<file path="config.mk">
export PLATFORM = sky130hd
export DESIGN_NAME = systolic_input_loader_flat
export DESIGN_NICKNAME = d
export VERILOG_FILES = /design/src/rtl/systolic_input_loader_if.sv /design/src/rtl/systolic_input_loader.sv /design/src/flat_wrapper.sv
export SDC_FILE = /design/constraint.sdc
export NUM_CORES = 1
export LEC_CHECK = 0
export CORE_ASPECT_RATIO = 0.75
export CORE_MARGIN = 2
export CORE_UTILIZATION = 49
export CTS_CLUSTER_DIAMETER = 30
export DETAILED_ROUTE_END_ITERATION = 8
export PLACE_DENSITY = 0.78
export SLEW_MARGIN = 40
export SYNTH_ARGS = -nofsm -noshare
export SYNTH_HDL_FRONTEND = slang
export SYNTH_SLANG_ARGS = --single-unit
</file>
<file path="constraint.sdc">
create_clock -name clk -period 22.4 [get_ports clk]
set_clock_uncertainty 0.2 [all_clocks]
set_input_delay 2.24 -clock clk [delete_from_list [all_inputs] [get_ports clk]]
set_output_delay 2.24 -clock clk [all_outputs]
set_load 0.01 [all_outputs]
</file>
<file path="src/rtl/systolic_input_loader_if.sv">
// Element-pair handshake and array-facing bus of the systolic input loader.
interface systolic_input_loader_if #(
    parameter int DATAWIDTH = 16,
    parameter int N_SIZE    = 3
);
    logic                 in_valid;
    logic                 in_ready;
    logic [DATAWIDTH-1:0] a_elem;
    logic [DATAWIDTH-1:0] b_elem;
    logic                 array_valid_out;
    logic                 valid_out;
    logic [DATAWIDTH-1:0] matrix_a_out [N_SIZE];
    logic [DATAWIDTH-1:0] matrix_b_out [N_SIZE];
    logic                 busy;

    // master: the element source plus the array's result-valid feedback
    modport master (
        output in_valid, a_elem, b_elem, array_valid_out,
        input  in_ready, valid_out, matrix_a_out, matrix_b_out, busy
    );

    // slave: the loader itself
    modport slave (
        input  in_valid, a_elem, b_elem, array_valid_out,
        output in_ready, valid_out, matrix_a_out, matrix_b_out, busy
    );
endinterface

</file>
<file path="src/rtl/systolic_input_loader.sv">
// Ping-pong operand buffer feeding an NxN systolic array. Row-major element
// pairs fill one bank while the other bank is streamed as N contiguous beats
// (column k of A, row k of B on beat k). A new pair is launched only after
// the array's result burst has risen and fallen.

// One output lane: selects beat k of this lane's A row / B column.
module systolic_loader_lane #(
    parameter int DATAWIDTH = 16,
    parameter int N_SIZE    = 3,
    parameter int KW        = $clog2(N_SIZE)
) (
    input  logic                             stream,
    input  logic [KW-1:0]                    k,
    input  logic [N_SIZE-1:0][DATAWIDTH-1:0] a_row,  // A[rd_bank][lane][*]
    input  logic [N_SIZE-1:0][DATAWIDTH-1:0] b_col,  // B[rd_bank][*][lane]
    output logic [DATAWIDTH-1:0]             a_out,
    output logic [DATAWIDTH-1:0]             b_out
);
    // outputs are forced to zero whenever the loader is not streaming
    always_comb begin
        a_out = '0;
        b_out = '0;
        if (stream) begin
            a_out = a_row[k];
            b_out = b_col[k];
        end
    end
endmodule

module systolic_input_loader #(
    parameter int DATAWIDTH = 16,
    parameter int N_SIZE    = 3
) (
    input  logic                    clk,
    input  logic                    rst,
    systolic_input_loader_if.slave  bus
);
    localparam int CW = $clog2(N_SIZE * N_SIZE);
    localparam int KW = $clog2(N_SIZE);
    localparam logic [CW-1:0] LAST_CNT = CW'(N_SIZE * N_SIZE - 1);
    localparam logic [KW-1:0] LAST_K   = KW'(N_SIZE - 1);

    typedef enum logic [1:0] {IDLE, STREAM, WAIT_BUSY, WAIT_DONE} state_t;
    // one operand matrix, indexed [row][col]
    typedef logic [N_SIZE-1:0][N_SIZE-1:0][DATAWIDTH-1:0] mat_t;

    mat_t [1:0]      mem_a;
    mat_t [1:0]      mem_b;
    logic [CW-1:0]   wr_cnt;
    logic            wr_bank;
    logic            rd_bank;
    logic [1:0]      bank_full;
    logic [KW-1:0]   k;
    state_t          state, state_nxt;
    logic            stream;
    logic            accept;
    logic            fill;
    logic            rel;

    assign bus.in_ready = ~bank_full[wr_bank];
    assign accept       = bus.in_valid & ~bank_full[wr_bank];
    assign fill         = accept & (wr_cnt == LAST_CNT);
    assign rel          = (state == STREAM) & (k == LAST_K);

    // write side: decode wr_cnt into (row, col) of the bank being filled
    always_ff @(posedge clk or posedge rst) begin
        if (rst) begin
            wr_cnt  <= '0;
            wr_bank <= 1'b0;
            mem_a   <= '0;
            mem_b   <= '0;
        end else if (accept) begin
            for (int r = 0; r < N_SIZE; r++) begin
                for (int c = 0; c < N_SIZE; c++) begin
                    if (wr_cnt == CW'(r * N_SIZE + c)) begin
                        mem_a[wr_bank][r][c] <= bus.a_elem;
                        mem_b[wr_bank][r][c] <= bus.b_elem;
                    end
                end
            end
            if (fill) begin
                wr_cnt  <= '0;
                wr_bank <= ~wr_bank;
            end else begin
                wr_cnt  <= wr_cnt + 1'b1;
            end
        end
    end

    // bank occupancy: a fill and a release in one cycle always hit different banks
    always_ff @(posedge clk or posedge rst) begin
        if (rst) begin
            bank_full <= 2'b00;
        end else begin
            if (fill) bank_full[wr_bank] <= 1'b1;
            if (rel)  bank_full[rd_bank] <= 1'b0;
        end
    end

    // read side: beat counter and bank pointer for the stream
    always_ff @(posedge clk or posedge rst) begin
        if (rst) begin
            rd_bank <= 1'b0;
            k       <= '0;
        end else if (state == STREAM) begin
            k <= rel ? '0 : k + 1'b1;
            if (rel) rd_bank <= ~rd_bank;
        end else begin
            k <= '0;
        end
    end

    // stream FSM state register
    always_ff @(posedge clk or posedge rst) begin
        if (rst) state <= IDLE;
        else     state <= state_nxt;
    end

    // next state; IDLE also sees the fill landing this cycle so the stream
    // starts right after the edge that accepts the last element
    always_comb begin
        state_nxt = state;
        case (state)
            IDLE:      if (bank_full[rd_bank] || (fill && (wr_bank == rd_bank)))
                           state_nxt = STREAM;
            STREAM:    if (rel) state_nxt = WAIT_BUSY;
            WAIT_BUSY: if (bus.array_valid_out) state_nxt = WAIT_DONE;
            WAIT_DONE: if (!bus.array_valid_out) state_nxt = IDLE;
            default:   state_nxt = IDLE;
        endcase
    end

    // FSM outputs; decoded straight from state so reset drops valid_out at once
    always_comb begin
        stream        = (state == STREAM);
        bus.valid_out = stream;
        bus.busy      = (state != IDLE);
    end

    for (genvar i = 0; i < N_SIZE; i++) begin : g_lane
        logic [N_SIZE-1:0][DATAWIDTH-1:0] a_row;
        logic [N_SIZE-1:0][DATAWIDTH-1:0] b_col;
        logic [DATAWIDTH-1:0]             a_out;
        logic [DATAWIDTH-1:0]             b_out;

        for (genvar j = 0; j < N_SIZE; j++) begin : g_tap
            assign a_row[j] = mem_a[rd_bank][i][j];
            assign b_col[j] = mem_b[rd_bank][j][i];
        end

        systolic_loader_lane #(
            .DATAWIDTH (DATAWIDTH),
            .N_SIZE    (N_SIZE),
            .KW        (KW)
        ) u_lane (
            .stream (stream),
            .k      (k),
            .a_row  (a_row),
            .b_col  (b_col),
            .a_out  (a_out),
            .b_out  (b_out)
        );

        assign bus.matrix_a_out[i] = a_out;
        assign bus.matrix_b_out[i] = b_out;
    end
endmodule

</file>
<file path="src/flat_wrapper.sv">
// flat-port wrapper written by rule: the top's interface ports become plain ports
module systolic_input_loader_flat 
#(
    parameter int DATAWIDTH = 16,
    parameter int N_SIZE    = 3
)
  (clk, rst, bus_in_valid, bus_a_elem, bus_b_elem, bus_array_valid_out, bus_in_ready, bus_valid_out, bus_matrix_a_out, bus_matrix_b_out, bus_busy);
  systolic_input_loader_if #(.DATAWIDTH(DATAWIDTH), .N_SIZE(N_SIZE)) bus_i ();
  input  logic clk;
  input  logic rst;
  input wire logic [$bits(bus_i.in_valid)-1:0] bus_in_valid;
  input wire logic [$bits(bus_i.a_elem)-1:0] bus_a_elem;
  input wire logic [$bits(bus_i.b_elem)-1:0] bus_b_elem;
  input wire logic [$bits(bus_i.array_valid_out)-1:0] bus_array_valid_out;
  output wire logic [$bits(bus_i.in_ready)-1:0] bus_in_ready;
  output wire logic [$bits(bus_i.valid_out)-1:0] bus_valid_out;
  output wire logic [$bits(bus_i.matrix_a_out)-1:0] bus_matrix_a_out;
  output wire logic [$bits(bus_i.matrix_b_out)-1:0] bus_matrix_b_out;
  output wire logic [$bits(bus_i.busy)-1:0] bus_busy;
  assign bus_i.in_valid = bus_in_valid;
  assign bus_i.a_elem = bus_a_elem;
  assign bus_i.b_elem = bus_b_elem;
  assign bus_i.array_valid_out = bus_array_valid_out;
  assign bus_in_ready = bus_i.in_ready;
  assign bus_valid_out = bus_i.valid_out;
  assign bus_matrix_a_out = {>>{bus_i.matrix_a_out}};
  assign bus_matrix_b_out = {>>{bus_i.matrix_b_out}};
  assign bus_busy = bus_i.busy;
  systolic_input_loader #(.DATAWIDTH(DATAWIDTH), .N_SIZE(N_SIZE)) u_core (.clk(clk), .rst(rst), .bus(bus_i));
endmodule
</file>
==> results.json <==
{
  "wire_length_of_the_first_global_routing_pass_um": 101900,
  "final_hold_violating_endpoints": 0,
  "dr.first_iter.drc_count": 1091,
  "cp.arrival_ns": 4.02,
  "detail_route.first_pass.iterations": 5,
  "status": "finished, final reports clean",
  "fin_setup_tns_ns": 0,
  "grt_antenna_before_repair": 0,
  "max_cap_violations": 0,
  "worst_path_max_delay_cell": "sky130_fd_sc_hd__dfrtp_4",
  "core-area_um2": 54260,
  "vdd_drop_max_v": 0.00006549,
  "wl_met2_um": 30440,
  "cts_hold_buffers": 0,
  "yosysSeqAreaShare_pct": 54.94,
  "place.detailed.hpwl_um": 35950,
  "final_min_period_over_clock_period_pct": 28.84,
  "final_layout_size_suffix_gt1_share_pct": 44.22,
  "critPathMaxStageDelay_ns": 0.72,
  "power-per-cell-area_nw_per_um2": 142.1,
  "post_synth_inst_count": 1770,
  "uppermost_metal_layer_occupied_by_signal_nets": "met4",
  "syn_avg_cell_area_um2": 15.13,
  "finalSetupViolCount": 0,
  "met3WireLength_um": 3746,
  "syn_nets": 1814,
  "rsz0062_at_grt": "false",
  "synth_cell_types": 38,
  "cts_setup_buffers": 0,
  "netlist_area_um2": 26780,
  "end_kind": "output pin",
  "met1_length_um": 28910,
  "finalWirelength_um": 64600,
  "synthToLayoutAreaGrowth_pct": 20.51,
  "worstPathMaxFanout": 43,
  "cts_root_buf": "sky130_fd_sc_hd__clkbuf_16",
  "cts.path.max_buffers": 3,
  "cell_repeated_most_along_the_worst_path": "sky130_fd_sc_hd__buf_6",
  "worst-path-buf-inv": 3,
  "dieArea_um2": 56560,
  "layout_min_cycle_time_ns": 6.460,
  "start_util_pct": 49.36,
  "preCtsSetupSlack_ns": 16.34,
  "crit_chain": "buf_6, buf_6, mux4_2, nand2_1, o21ai_0, clkdlybuf4s50_1",
  "clock_sink_count": 588,
  "floorplan.rows": 74,
  "rr_startpoint": "u_core.wr_bank",
  "chipWidth_um": 274.0,
  "grt_use_total_pct": 23.61,
  "numCtsBuffers": 107,
  "timing.max_slew.rel_slack_pct": 44.67,
  "final.fill_count": 4024,
  "worst_slew_pin_slew_ns": 0.8300,
  "worst_skew_pair.late_latency_ns": 0.63,
  "crit_required_ns": 19.96,
  "largest_net_degree_at_the_start_of_global_routing": 132,
  "crit_path_start": "u_core.k[0]",
  "clkSlewWorstSetupHoldPaths_ns": 0.05,
  "ctsResizeCount": 0,
  "multi_input_area_um2": 11200,
  "rrSetupSlack_ns": 18.90,
  "vias": 15710,
  "floorplan.io_pins": 135,
  "antenna_cells": 0,
  "antenna_violating_nets_post_route": 0,
  "design.final.nets": 1934,
  "routabilityCongestion": 0.7063,
  "globalRoute.totalOverflow": 0,
  "cp_num_cells": 6,
  "setup_slack_ns": 15.94,
  "routed_length_per_placed_instance_um": 23.90,
  "timing.critical_path.from_type": "flip-flop",
  "number_of_h_tree_levels": 3,
  "vias_per_cell": 5.811,
  "synth.yosys.warnings": 0,
  "die_h_um": 206.5,
  "portBuffers": 134,
  "holdPathStages": 1,
  "yosys_register_bits": 588,
  "hold_slack_ns": 0.2861,
  "hold_path_startpoint": "u_core.mem_a[128]",
  "timing.fmax_ghz": 0.1548,
  "worst_hold_path_type": "flip-flop to flip-flop",
  "criticalPathCategory": "flip-flop to output pin",
  "detailed_route_drc_error_count": 0,
  "timing.final.max_slew_violations": 0,
  "sequential_cell_area_um2": 14720,
  "path_delay_family": "buffers and inverters",
  "vias_in_the_first_global_route": 17150,
  "power.static_leakage_nw": 15.23,
  "timing.reg2reg.worst_path_depth": 6,
  "power_w": 0.004586,
  "tritoncts": "yes"
}
## routing by layer
layer	vias up	track usage [%]
li1	6742	-
met1	8436	32.44
met2	425	37.20
met3	105	5.867
met4	0	7.318
met5	-	0
## power breakdown
| group | total [W] | switching (W) | internal (W) |
|---|---|---|---|
| sequential | 0.00175 | 0.000250 | 0.00150 |
| clock | 0.00166 | 0.000573 | 0.00109 |
| combinational | 0.00117 | 0.000488 | 0.000685 |
## worst paths after layout
check / to
setup / recovery: bus_matrix_b_out[0]
hold / removal: u_core.mem_a[128]
setup reg to reg: u_core.mem_b[42]
hold reg to reg: u_core.mem_a[128]
max in group asynchronous: u_core.mem_b[202]
min in group asynchronous: u_core.mem_a[118]
## synthesized netlist by cell type (all sizes together)
cell,n,area share [%]
o2bb2ai,1,0.033
o32a,1,0.037
inv,10,0.14
nand3,17,0.83
a31oi,1,0.023
ha,8,0.37
nand4,1,0.023
nand2,101,1.4
nor2b,3,0.070
mux2i,98,3.7
mux4,96,8.1
o21ai,99,1.9
a221o,1,0.037
a21oi,3,0.056
nor3b,2,0.093
a22oi,1,0.028
and3b,1,0.033
nor2,3,0.042
and2,3,0.070
nand3b,2,0.10
dfrtp,588,55
nand2b,1,0.023
mux2,578,25
buf,96,2.5
clkbuf,50,0.70
xnor2,3,0.098
nor3,2,0.056
## per-stage QoR
stage | util [%] | cell area (um^2) | cells
after CTS | 59.44 | 32250 | 2702
after floorplan | - | 26780 | 1770
after global routing | 59.48 | 32270 | 2703
after global placement | 52.28 | 28370 | 2499
final | 59.48 | 32270 | 2703
after detailed placement | 52.48 | 28480 | 2502
## state kept, by name, indices dropped and copies added, names as in the netlist
signal,count
u_core.mem_a,288
u_core.wr_cnt,4
u_core.rd_bank,1
u_core.mem_b,288
u_core.bank_full,2
u_core.k,2
u_core.wr_bank,1
u_core.state,2
## cell type report
cell class | count | share of cell area (%)
clock buffer | 125 | 8.944
clock inverter | 75 | 2.745
inverter | 10 | 0.1551
multi-input combinational | 1026 | 34.70
sequential | 588 | 45.61
tap | 722 | 2.799
timing repair buffer | 157 | 5.044
## placed cells by master, fill, tap and decap left out, types with 13 or more instances in the layout
cell type / count
sky130_fd_sc_hd__dfrtp_1: 586
sky130_fd_sc_hd__mux2_2: 514
sky130_fd_sc_hd__clkdlybuf4s50_1: 134
sky130_fd_sc_hd__clkbuf_16: 108
sky130_fd_sc_hd__nand2_1: 101
sky130_fd_sc_hd__o21ai_0: 99
sky130_fd_sc_hd__mux2i_1: 97
sky130_fd_sc_hd__mux4_2: 96
sky130_fd_sc_hd__mux2_1: 43
sky130_fd_sc_hd__mux2_4: 21
sky130_fd_sc_hd__clkinv_2: 17
sky130_fd_sc_hd__clkinvlp_4: 16
sky130_fd_sc_hd__bufinv_16: 14
sky130_fd_sc_hd__inv_6: 13
sky130_fd_sc_hd__clkbuf_8: 13
## worst reg2reg max path: cells and delay by family, from the launching register on
family	cells	cell delay, ns
DFF	1	0.71
and+or+nand+nor	2	0.83
muxes	2	0.70
buffers and inverters	2	0.93
## cells by family after synthesis
| family | Yosys count | share of synthesized area, % |
|---|---|---|
| muxes | 772 | 36.38 |
| DFF | 588 | 54.94 |
| buffers and inverters | 156 | 3.382 |
| and+or+nand+nor | 136 | 2.761 |
| AOI/OAI and AO/OA | 107 | 2.065 |
| adders and majority gates | 8 | 0.3738 |
| xor gates and xnor gates | 3 | 0.09813 |
No activity file was read; power rests on OpenSTA's default activity.
